**src/rtl/counter_seq_pkg.sv**
```systemverilog
// Shared definitions for the mod-N run controller:
// FSM state encoding and count-direction codes.
package counter_seq_pkg;

    typedef enum logic [1:0] {
        ST_IDLE = 2'd0,
        ST_RUN  = 2'd1,
        ST_HOLD = 2'd2,
        ST_DONE = 2'd3
    } state_e;

    localparam logic DIR_UP = 1'b0;
    localparam logic DIR_DN = 1'b1;

endpackage

```
**src/rtl/counter_mod_n_updown.sv**
```systemverilog
// Mod-N up/down counter with synchronous load.
// wrap_nxt flags that an enabled step from the current count would wrap.
module counter_mod_n_updown
    import counter_seq_pkg::*;
#(
    parameter int WIDTH = 3
) (
    input  logic             clk,
    input  logic             reset,
    input  logic             load,
    input  logic [WIDTH-1:0] load_val,
    input  logic             en,
    input  logic             dir,
    input  logic [WIDTH-1:0] modulus,
    output logic [WIDTH-1:0] count,
    output logic             wrap_nxt
);

    localparam logic [WIDTH-1:0] ONE = WIDTH'(1);

    logic [WIDTH-1:0] count_q, count_d;
    logic [WIDTH-1:0] top_val;
    logic             at_end;

    assign top_val  = modulus - ONE;
    assign at_end   = (dir == DIR_DN) ? (count_q == '0) : (count_q == top_val);
    assign wrap_nxt = at_end;
    assign count    = count_q;

    always_comb begin
        count_d = count_q;
        if (load) begin
            count_d = load_val;
        end else if (en) begin
            if (at_end) begin
                count_d = (dir == DIR_DN) ? top_val : '0;
            end else begin
                count_d = (dir == DIR_DN) ? count_q - ONE : count_q + ONE;
            end
        end
    end

    always_ff @(posedge clk) begin
        if (reset) begin
            count_q <= '0;
        end else begin
            count_q <= count_d;
        end
    end

endmodule

```
**src/rtl/counter_sequencer.sv**
```systemverilog
// Run controller for a mod-N up/down counter: start/pause/abort,
// per-wrap pass counting and registered wrap/done/err pulses.
module counter_sequencer
    import counter_seq_pkg::*;
#(
    parameter int WIDTH = 3,
    parameter int PW    = 4
) (
    input  logic             clk,
    input  logic             reset,
    input  logic             start,
    input  logic             dir,
    input  logic [WIDTH-1:0] modulus,
    input  logic [PW-1:0]    passes,
    input  logic             pause,
    input  logic             abort,
    output logic [WIDTH-1:0] count,
    output logic             busy,
    output logic             wrap,
    output logic             done,
    output logic             err
);

    localparam logic [WIDTH-1:0] ONE_W = WIDTH'(1);
    localparam logic [WIDTH-1:0] TWO_W = WIDTH'(2);
    localparam logic [PW-1:0]    ONE_P = PW'(1);

    state_e           state_q, state_d;
    logic             cfg_dir_q, cfg_dir_d;
    logic [WIDTH-1:0] cfg_mod_q, cfg_mod_d;
    logic [PW-1:0]    pass_left_q, pass_left_d;
    logic             busy_q, busy_d;
    logic             wrap_q, wrap_d;
    logic             done_q, done_d;
    logic             err_q, err_d;

    logic             ld;
    logic [WIDTH-1:0] ld_val;
    logic             en;
    logic             wrap_nxt;
    logic             cfg_ok;

    assign cfg_ok = (modulus >= TWO_W) && (passes != '0);

    always_comb begin
        state_d     = state_q;
        cfg_dir_d   = cfg_dir_q;
        cfg_mod_d   = cfg_mod_q;
        pass_left_d = pass_left_q;
        wrap_d      = 1'b0;
        done_d      = 1'b0;
        err_d       = 1'b0;
        ld          = 1'b0;
        ld_val      = '0;
        en          = 1'b0;
        unique case (state_q)
            ST_IDLE: begin
                if (start && cfg_ok) begin
                    cfg_dir_d   = dir;
                    cfg_mod_d   = modulus;
                    pass_left_d = passes;
                    ld          = 1'b1;
                    ld_val      = (dir == DIR_DN) ? modulus - ONE_W : '0;
                    state_d     = ST_RUN;
                end else if (start) begin
                    err_d = 1'b1;
                end
            end
            ST_RUN, ST_HOLD: begin
                if (abort) begin
                    ld      = 1'b1;
                    state_d = ST_IDLE;
                end else if (pause) begin
                    state_d = ST_HOLD;
                end else begin
                    // Pause is a plain step gate: the release edge steps too.
                    en      = 1'b1;
                    state_d = ST_RUN;
                    if (wrap_nxt) begin
                        wrap_d      = 1'b1;
                        pass_left_d = pass_left_q - ONE_P;
                        if (pass_left_q == ONE_P) begin
                            done_d  = 1'b1;
                            state_d = ST_DONE;
                        end
                    end
                end
            end
            ST_DONE: begin
                state_d = ST_IDLE;
            end
            default: begin
                state_d = ST_IDLE;
            end
        endcase
        busy_d = (state_d == ST_RUN) || (state_d == ST_HOLD);
    end

    always_ff @(posedge clk) begin
        if (reset) begin
            state_q     <= ST_IDLE;
            cfg_dir_q   <= 1'b0;
            cfg_mod_q   <= '0;
            pass_left_q <= '0;
            busy_q      <= 1'b0;
            wrap_q      <= 1'b0;
            done_q      <= 1'b0;
            err_q       <= 1'b0;
        end else begin
            state_q     <= state_d;
            cfg_dir_q   <= cfg_dir_d;
            cfg_mod_q   <= cfg_mod_d;
            pass_left_q <= pass_left_d;
            busy_q      <= busy_d;
            wrap_q      <= wrap_d;
            done_q      <= done_d;
            err_q       <= err_d;
        end
    end

    counter_mod_n_updown #(
        .WIDTH (WIDTH)
    ) u_cnt (
        .clk      (clk),
        .reset    (reset),
        .load     (ld),
        .load_val (ld_val),
        .en       (en),
        .dir      (cfg_dir_q),
        .modulus  (cfg_mod_q),
        .count    (count),
        .wrap_nxt (wrap_nxt)
    );

    assign busy = busy_q;
    assign wrap = wrap_q;
    assign done = done_q;
    assign err  = err_q;

endmodule

```
**config.mk**
```make
export PLATFORM = sky130hd
export DESIGN_NAME = counter_sequencer
export DESIGN_NICKNAME = d
export VERILOG_FILES = /design/src/rtl/counter_seq_pkg.sv /design/src/rtl/counter_mod_n_updown.sv /design/src/rtl/counter_sequencer.sv
export SDC_FILE = /design/constraint.sdc
export NUM_CORES = 1
export LEC_CHECK = 0
export ABC_AREA = 1
export BUFFER_PORTS_ARGS = -buffer_cell sky130_fd_sc_hd__buf_2
export CORE_UTILIZATION = 58
export CTS_CLUSTER_SIZE = 24
export DETAILED_ROUTE_END_ITERATION = 10
export PLACE_DENSITY = 0.9
export SLEW_MARGIN = 20
export SYNTH_ARGS = -nofsm -noshare
export SYNTH_HDL_FRONTEND = slang
export SYNTH_SLANG_ARGS = --single-unit
export TNS_END_PERCENT = 100
```
**constraint.sdc**
```tcl
create_clock -name clk -period 3.19 [get_ports clk]
set_input_delay 0.1595 -clock clk [delete_from_list [all_inputs] [get_ports clk]]
set_output_delay 0.1595 -clock clk [all_outputs]
set_load 0.03 [all_outputs]
```
Yosys cells after proc, flatten, opt, wreduce, memory -nomap -nowiden
Cells that the tools add are included.
{ "word_totals": {"memories": 0, "latch_bits": 0, "out_inout_bits": 7, "inputBits": 13, "ff_bits": 17, "word_cells": 72, "ram_bits": 0, "rom_bits": 0} }
{ "op_classes": {"shift": 0, "n_div": 0, "n_mul": 0, "eq_ne": 11, "addsub": 5, "n_bitwise": 3, "magnitude_cmp": 1, "n_reduce_logical": 14, "muxes": 29} }
{ "ops": {"columns": ["operator", "count"], "rows": [
  ["two-way mux 3 bit", 8],
  ["two-way mux 4 bit", 4],
  ["two-way mux 2 bit", 5],
  ["two-way mux 1 bit", 9],
  ["subtractor 3 x 1 -> 3 bit (second input constant)", 3],
  ["case mux 4 bit (2 select lines)", 1],
  ["== test 2 bit (second input constant)", 3],
  ["!= test 2 bit (second input constant)", 3],
  ["case mux 2 bit (3 select lines)", 1],
  ["AND reduction 5 bit", 1],
  ["OR reduction 5 bit", 1],
  ["== test 2 x 1 -> 1 bit (second input constant)", 2],
  ["== test 4 x 1 -> 1 bit (second input constant)", 1],
  ["nonzero test 2 bit", 2],
  ["nonzero test 4 bit", 1],
  ["OR reduction 4 bit", 1],
  ["subtractor 4 x 1 -> 4 bit (second input constant)", 1],
  ["adder 3 x 1 -> 3 bit (second input constant)", 1],
  ["== test 3 bit", 1],
  [">= comparator 3 x 2 -> 1 bit (second input constant)", 1],
  ["zero test 3 bit", 1],
  ["NOT 1 bit", 3],
  ["OR reduction 3 bit", 1],
  ["logical AND 1 bit", 2],
  ["6 further kinds", 6]
]} }

Depth between registers and ports, before layout
Gate-level depths: netlist (run 1).
{ "logic_depth": {"ltp_word": 9, "ltp_mapped": 16, "ltp_nobuf": 16} }

By module
From an unflattened synthesis (run 1), not the netlist that was laid out.
{ "hier_totals": {"cells_unflattened": 186, "area_unflattened_um2": 1179.9} }
{ "modules_own_cells": {"columns": ["mod", "cells_each", "instances", "seq_area_each_um2", "area_each_um2"], "rows": [
  ["counter_sequencer", 118, 1, 280.3, 795.8],
  ["counter_mod_n_updown", 68, 1, 60.1, 384.1]
]} }

Worst setup path before layout (run 1)
OpenSTA, ideal clock, no wires.
{ "synth_timing": {"path_type": "register to register", "start": "register u_cnt.count_q[0] (netlist: u_cnt.count[0])", "end": "register u_cnt.count_q[2] (netlist: u_cnt.count[2])", "path_buffers": 0, "path_slack_ns": 1.577, "stages_incl_launch_ff": 8, "setup_ns": 0.123, "required_ns": 3.067, "arrival_ns": 1.490, "synth_period_minus_slack_ns": 1.613, "path_cell_list": "dfxtp_1 -> inv_1 -> fa_1 -> xor2_1 -> nand3_1 -> nand3_1 -> nand2_1 -> a21oi_1"} }
{ "synth_between": {"elab_chain_cells": 5, "word_cells_on_any_way": 9, "cone_classes": "add/sub (2); eq/ne (1); mux (5); reduce/logical (1)"} }
{ "synth_lines": {"columns": ["item", "line_no", "source"], "rows": [
  ["start: declaration", "counter_mod_n_updown.sv:21", "logic [WIDTH-1:0] count_q, count_d;"],
  ["start signal: assignment", "counter_mod_n_updown.sv:47", "count_q <= count_d;"],
  ["adder 3 x 1 -> 3 bit (tied with other cells)", "counter_mod_n_updown.sv:38", "count_d = (dir == DIR_DN) ? count_q - ONE : count_q + ONE;"],
  ["two-way mux 3 bit or two-way mux 1 bit (tied branches)", "counter_mod_n_updown.sv:38, counter_mod_n_updown.sv:26", null],
  ["two-way mux 3 bit *", "counter_mod_n_updown.sv:35", "if (at_end) begin"],
  ["two-way mux 3 bit *", "counter_mod_n_updown.sv:34", "end else if (en) begin"],
  ["two-way mux 3 bit *", "counter_mod_n_updown.sv:32", "if (load) begin"]
]} }
Every way passes the cells marked *; elsewhere a longest branch is shown, timed or not. The select of a mux whose other input is x is not followed.
A chain may end at the register's enable or synchronous reset.

Worst setup path after layout (run 1)
{ "layout_timing": {"start": "register cfg_mod_q[0]", "end": "register pass_left_q[1]"} }
{ "layout_between": {"elab_chain_cells": 5} }
{ "layout_lines": {"columns": ["item", "line_no", "source"], "rows": [
  ["start: declaration", "counter_sequencer.sv:30", "logic [WIDTH-1:0] cfg_mod_q, cfg_mod_d;"],
  ["start signal: assignment", "counter_sequencer.sv:112", "cfg_mod_q <= cfg_mod_d;"],
  ["subtractor 3 x 1 -> 3 bit", "counter_mod_n_updown.sv:25", "assign top_val = modulus - ONE;"],
  ["== test 3 bit", "counter_mod_n_updown.sv:26", "assign at_end = (dir == DIR_DN) ? (count_q == '0) : (count_q == top_val);"],
  ["two-way mux 1 bit", "counter_mod_n_updown.sv:26", null],
  ["!= test 2 x 1 -> 1 bit (no line)", null, null],
  ["AND reduction 5 bit (no line)", null, null],
  ["end signal: assignment", "counter_sequencer.sv:113", "pass_left_q <= pass_left_d;"],
  ["end: declaration", "counter_sequencer.sv:31", "logic [PW-1:0] pass_left_q, pass_left_d;"]
]} }
Every way passes these cells.

==> results of run 1 <==
## worst max-delay path: stages (launching register included)
cell	delay, ps
dfxtp_1	360
inv_1	80
ha_1	330
inv_1	60
nand2_1	60
nand3_1	60
nor2_1	90
nand2_1	90
nand2_2	110
nand2_1	80
nand2_1	80
nand2_2	90
o21ai_0	200
nor2_1	60
## path summary, 6_finish.rpt
path,from,end,depth (start not counted)
max,cfg_mod_q[0]$_SDFFE_PP0P_,pass_left_q[1]$_SDFFE_PP0P_,13
min,start,err$_SDFF_PP0_,3
max reg2reg,cfg_mod_q[0]$_SDFFE_PP0P_,pass_left_q[1]$_SDFFE_PP0P_,13
min reg2reg,pass_left_q[3]$_SDFFE_PP0P_,pass_left_q[3]$_SDFFE_PP0P_,2
## routing by layer
layer	up-vias	wire, um
met5	-	0
met1	497	995
met3	7	84
li1	555	-
met4	0	56
met2	30	1190
## flip-flops by register name (all words and copies together), names as in the netlist
| name | cells |
|---|---|
| busy | 1 |
| cfg_dir_q | 1 |
| cfg_mod_q | 3 |
| done | 1 |
| err | 1 |
| pass_left_q | 4 |
| state_q | 2 |
| u_cnt.count | 3 |
| wrap | 1 |
## cell families after synthesis
family          Yosys count  synth area share [%]
xor+xnor                  5                  4.00
simple gates             67                  27.1
fa+ha+maj                 7                  8.68
buf+inv                  33                  11.5
flops                    17                  31.1
compound gates           32                  17.7
## report_power, final
part / total (uW) / switching [uW] / internal, uW
Clock: 115 / 65.8 / 48.7
Sequential: 262 / 24.2 / 237
Combinational: 248 / 156 / 91.6
## cell type report
cell class / instances / area [um2]
fill: 151 / 505
timing repair buffer: 19 / 95.1
tap: 25 / 31.3
clock buffer: 4 / 26.3
inverter: 31 / 118
sequential: 17 / 340
multi-input combinational: 111 / 629
## synthesized netlist by cell type
master / count
a211oi_1: 1
a21oi_1: 6
a21oi_2: 2
a21oi_4: 1
buf_2: 1
clkbuf_1: 1
clkinv_2: 1
dfxtp_1: 17
fa_1: 1
ha_1: 6
inv_1: 28
inv_2: 2
nand2_1: 32
nand2_2: 3
nand3_1: 8
nand3_4: 1
nand4_1: 1
nor2_1: 16
nor3_1: 3
nor4_1: 2
o21a_2: 1
o21ai_0: 15
o21ai_1: 2
o21ai_2: 1
o22ai_1: 2
o31ai_1: 1
or2_0: 1
xnor2_1: 4
xor2_1: 1
## stage by stage
stage          utilization [%]  area, um2  hold WS [ps]  std cells  worst slack (ps)
3_5_place_dp              69.5       1210           395        203              1400
4_1_cts                   71.0       1240          94.3        207              1390
5_1_grt                   71.0       1240           114        207              1170
6_report                  71.0       1240          98.7        207              1370
3_3_place_gp              69.5       1210           385        203              1560
2_1_floorplan                -       1100           285        161              1580
==> metrics, run 1 <==
Post-Synthesis Cell Area=0.00110 mm2; antenna violations before repair=0; IO buf count=19; GR Util met2=42.3%; row count=15; Clk pin slew, worst setup/hold paths=100 ps; Lkg Pwr=0.000602 uW; final setup vio count=0; H-Tree Depth=1; synth top area cells=dfxtp_1 (31%), nand2_1 (11%), inv_1 (9.6%); Max Cap Viol=0; Final Hold Fails=0; Ys Warns=0; Clock Latency Late Sink=290 ps; Power Total=624 uW; layout cells sized above 1=18.7%; Yosys cell types=29; vias in the first global route=933; DR WL/cell=11.2 um; Vias/cell=5.26; Horiz. Die Dim=45.5 um; Die Span Y=45.5 um; clock skew=4.62 ps; Synth top area share=31.1%; core footprint=0.00175 mm2; Worst Setup End Kind=flip-flop; RSZ-0062 raised after global routing=no; final period utilization=57.1%; critical path class=flip-flop to flip-flop; Period minus WS final=1820 ps; hpwl dp=1.84 mm; CP required=3380 ps; Area growth syn-to-layout=13.1%; n_diodes=0; DR pass1 iterations=4; Max Clock Freq=0.549 GHz; Pwr per Cell Area=503 mW/mm2; Arr. time, crit path=2010 ps; Min-Delay Path Class=input pin to flip-flop; CTS sink count=17; routed wire length=2.33 mm; cell count after synthesis=161; PostCTS Resize Cnt=0; routability cong.=0.924; fin nets=203; largest net degree at the start of global routing=13; Residual DRC=0; Root Buffer=clkbuf_4; Worst slew margin=77.2%; GR Overflow Total=0; overall routing resource usage=24.6%; number of synthesized register bits=17; CTS tree=yes; # hold bufs at CTS=0; Worst Path Max Fanout=5; Worst-Margin Slew=341 ps; Die ar.=0.00207 mm2; grt peak-use layer=met2; CTS Buf Count=3; Reg2Reg Setup Slack=1370 ps; post-synthesis sequential area ratio=31.1%; Post-CTS Repair Setup Buffers=0; GR Layer Usage met3=5.16%; Startpoint Class=flip-flop; I/O pin total=20; commonest non-fill, non-tap cells in the layout=nand2_1 (32), inv_1 (28), buf_2 (19); status=finished clean; grt met1 use=28.7%; commonest non-fill, non-tap cell in the layout=nand2_1; Final ANT Viol Nets=0; setup TNS=0 ps; Starting Density=62.8%; deepest clock path buffer count=2; drt initial violations=33; Yosys top cell by area=dfxtp_1; syn avg cell area=6.81 um2; peak supply drop=0.000310 V; via count=1,089; syn_nets=181; max-slew violation count=0; global-route wire length before repair=3.65 mm
(Power assumes the default switching activity.)
==> inputs of run 2 (changes only) <==
--- a/config.mk
+++ b/config.mk
@@ -7,10 +7,10 @@
 export LEC_CHECK = 0
 export ABC_AREA = 1
 export BUFFER_PORTS_ARGS = -buffer_cell sky130_fd_sc_hd__buf_2
-export CORE_UTILIZATION = 58
+export CORE_UTILIZATION = 54
 export CTS_CLUSTER_SIZE = 24
 export DETAILED_ROUTE_END_ITERATION = 10
-export PLACE_DENSITY = 0.9
+export PLACE_DENSITY = 0.85
 export SLEW_MARGIN = 20
 export SYNTH_ARGS = -nofsm -noshare
 export SYNTH_HDL_FRONTEND = slang
==> constraint.sdc (replaced) <==
create_clock -name clk -period 1.7 [get_ports clk]
set_input_delay 0.085 -clock clk [delete_from_list [all_inputs] [get_ports clk]]
set_output_delay 0.085 -clock clk [all_outputs]
set_load 0.03 [all_outputs]
==> run 2 against run 1 <==
  * Wire length increased by 1.5%
  * Critical path type unchanged
  * Sequential power increased by 87%
  * Total power increased by 95%
  * Critical endpoint is now pass_left_q[3]$_SDFFE_PP0P_
  * Hold slack got worse by 84 ps
  * Non-clock buffer count increased by 2
  * Clock-buffer cell count unchanged
  * Largest cell class unchanged
  * Clock skew decreased by 1.8 ps
  * Clock power increased by 90%
  * Setup slack got worse by 1300 ps
==> metrics, run 2 (synthesis gave the netlist of run 1 again) <==
core footprint=0.00182 mm2; post-layout util=70.9%; Final Hold Fails=0; Min-Delay Path Class=input pin to flip-flop; Clock Latency Late Sink=290 ps; vias in the first global route=971; beginning of the worst register-to-register path=cfg_mod_q[0]$_SDFFE_PP0P_; hold_ws=15.1 ps; fin nets=205; critical path class=flip-flop to flip-flop; Largest register FFs=4; Arr. time, crit path=1900 ps; slowest stage cell, crit path=dfxtp_2; commonest non-fill, non-tap cells in the layout=nand2_1 (29), inv_1 (26), buf_2 (19); Startpoint Class=flip-flop; internal power=738 uW; Root Buffer=clkbuf_4; largest register by flop count=pass_left_q; global-route wire length before repair=3.84 mm; H-Tree Depth=1; worst r2r dst=pass_left_q[3]$_SDFFE_PP0P_; # hold bufs at CTS=0; slowest cell delay on critical path=350 ps; Post-CTS Repair Setup Buffers=0; drt initial violations=32; Residual DRC=0; routed wire length=2.36 mm; commonest non-fill, non-tap cell in the layout=nand2_1; antenna violations before repair=0; Hold EP=err$_SDFF_PP0_; row count=15; largest net degree at the start of global routing=11; Max Cap Viol=0; DR WL/cell=11.3 um; hpwl dp=1.84 mm; routability cong.=0.902; Critical Path, Cell by Cell=inv_2, ha_4, inv_2, nand2_1, nand3_1, nor2_1, nand2_1, nand2_2, nand2_1, nand2_1, nand2_2, inv_2, nand2_2, a21oi_2; Final ANT Viol Nets=0; deepest clock path buffer count=2; n_diodes=0; Max Clock Freq=0.602 GHz; Final Worst Setup Slack=38.8 ps; CTS tree=yes; sw power=479 uW; combinational fraction of design power=41.9%; RSZ-0062 raised after global routing=yes; Horiz. Die Dim=47.1 um; Worst Path Max Fanout=5; I/O pin total=20; Vias/cell=4.99; clock skew=2.82 ps; Fill cells=166; setup TNS=0 ps; Worst Setup End Kind=flip-flop; Die Span Y=47.1 um; max-slew violation count=0; CP top delay family=simple AND/OR/NAND/NOR gates; IO buf count=19; Pwr per Cell Area=944 mW/mm2; Hold Startpoint=start; Clk pin slew, worst setup/hold paths=100 ps; CP bufs+invs=3; CTS Buf Count=3; CTS sink count=17; FF-to-FF path depth=14; Lkg Pwr=0.000615 uW; peak supply drop=0.000599 V; Die ar.=0.00221 mm2; DR pass1 iterations=4; layout cells sized above 1=24.5%; part of the power in registers=40.1%; Worst slew margin=80.0%; Starting Density=60.2%; Net Sw Frac=39.4%; Period minus WS final=1660 ps; Clock power frac=18.0%; via count=1,042; status=finished clean; Worst-Margin Slew=299 ps; Area growth syn-to-layout=17.7%; final non-filler cell total=209; Hold Path Cell Cnt=3; dpl ws=-64.9 ps; CP most frequent cell=nand2_1; placed cell count=205; GR Overflow Total=0; Reg2Reg Setup Slack=40 ps; overall routing resource usage=25.4%; final setup vio count=0; final period utilization=97.7%; CP required=1940 ps
==> run 2: power by group through the flow <==
stage          sequential, uW  clock (uW)  combinational (uW)
6_report                  489         219                 510
4_1_cts                   488         228                 492
3_3_place_gp              494           0                 460
3_5_place_dp              497           0                 480
2_1_floorplan             529           0                 324
5_1_grt                   495         237                 581
==> run 2: worst min-delay path: cells and delay by family <==
family,cells,cell delay (ps)
buffers and inverters,2,140
and+or+nand+nor,1,70
==> run 2: cell type report <==
class	instances	area (um2)	share of cell area, %
Multi-Input combinational cell	111	662	51.3
Sequential cell	17	343	26.6
Inverter	31	118	9.12
Timing Repair Buffer	21	110	8.54
Tap cell	25	31.3	2.42
Clock buffer	4	26.3	2.04
==> run 2: how the worst max path moves through the flow <==
stage / startpoint / cells past startpoint / endpoint
global placement: cfg_mod_q[0]$_SDFFE_PP0P_ / 13 / pass_left_q[1]$_SDFFE_PP0P_
global route: cfg_mod_q[0]$_SDFFE_PP0P_ / 14 / pass_left_q[3]$_SDFFE_PP0P_
detailed placement: cfg_mod_q[0]$_SDFFE_PP0P_ / 13 / pass_left_q[2]$_SDFFE_PP0P_
finish: cfg_mod_q[0]$_SDFFE_PP0P_ / 14 / pass_left_q[3]$_SDFFE_PP0P_
floorplan: u_cnt.count[0]$_SDFFE_PP0P_ / 7 / u_cnt.count[2]$_SDFFE_PP0P_
CTS: cfg_mod_q[0]$_SDFFE_PP0P_ / 14 / pass_left_q[3]$_SDFFE_PP0P_
==> run 2: metal layers <==
layer / wire length [um] / track usage, % / vias to the layer above
met4: 82 / 17.1 / 0
met1: 1030 / 27.8 / 457
met3: 63 / 4.23 / 9
met2: 1180 / 44.7 / 21
met5: 0 / 0 / -
li1: - / - / 555
==> run 2: stage by stage <==
step                power (uW)  cell area [um2]
floorplan                  853             1100
global placement           954             1230
global route              1310             1290
CTS                       1210             1270
detailed placement         977             1230
finish                    1220             1290
==> run 2: timing repair <==
item                                    4_1_cts  5_1_grt
gates resized for setup                       3        8
endpoints found under the setup margin        4        8
pin swaps                                     0        5
hold endpoints to repair                      0        0
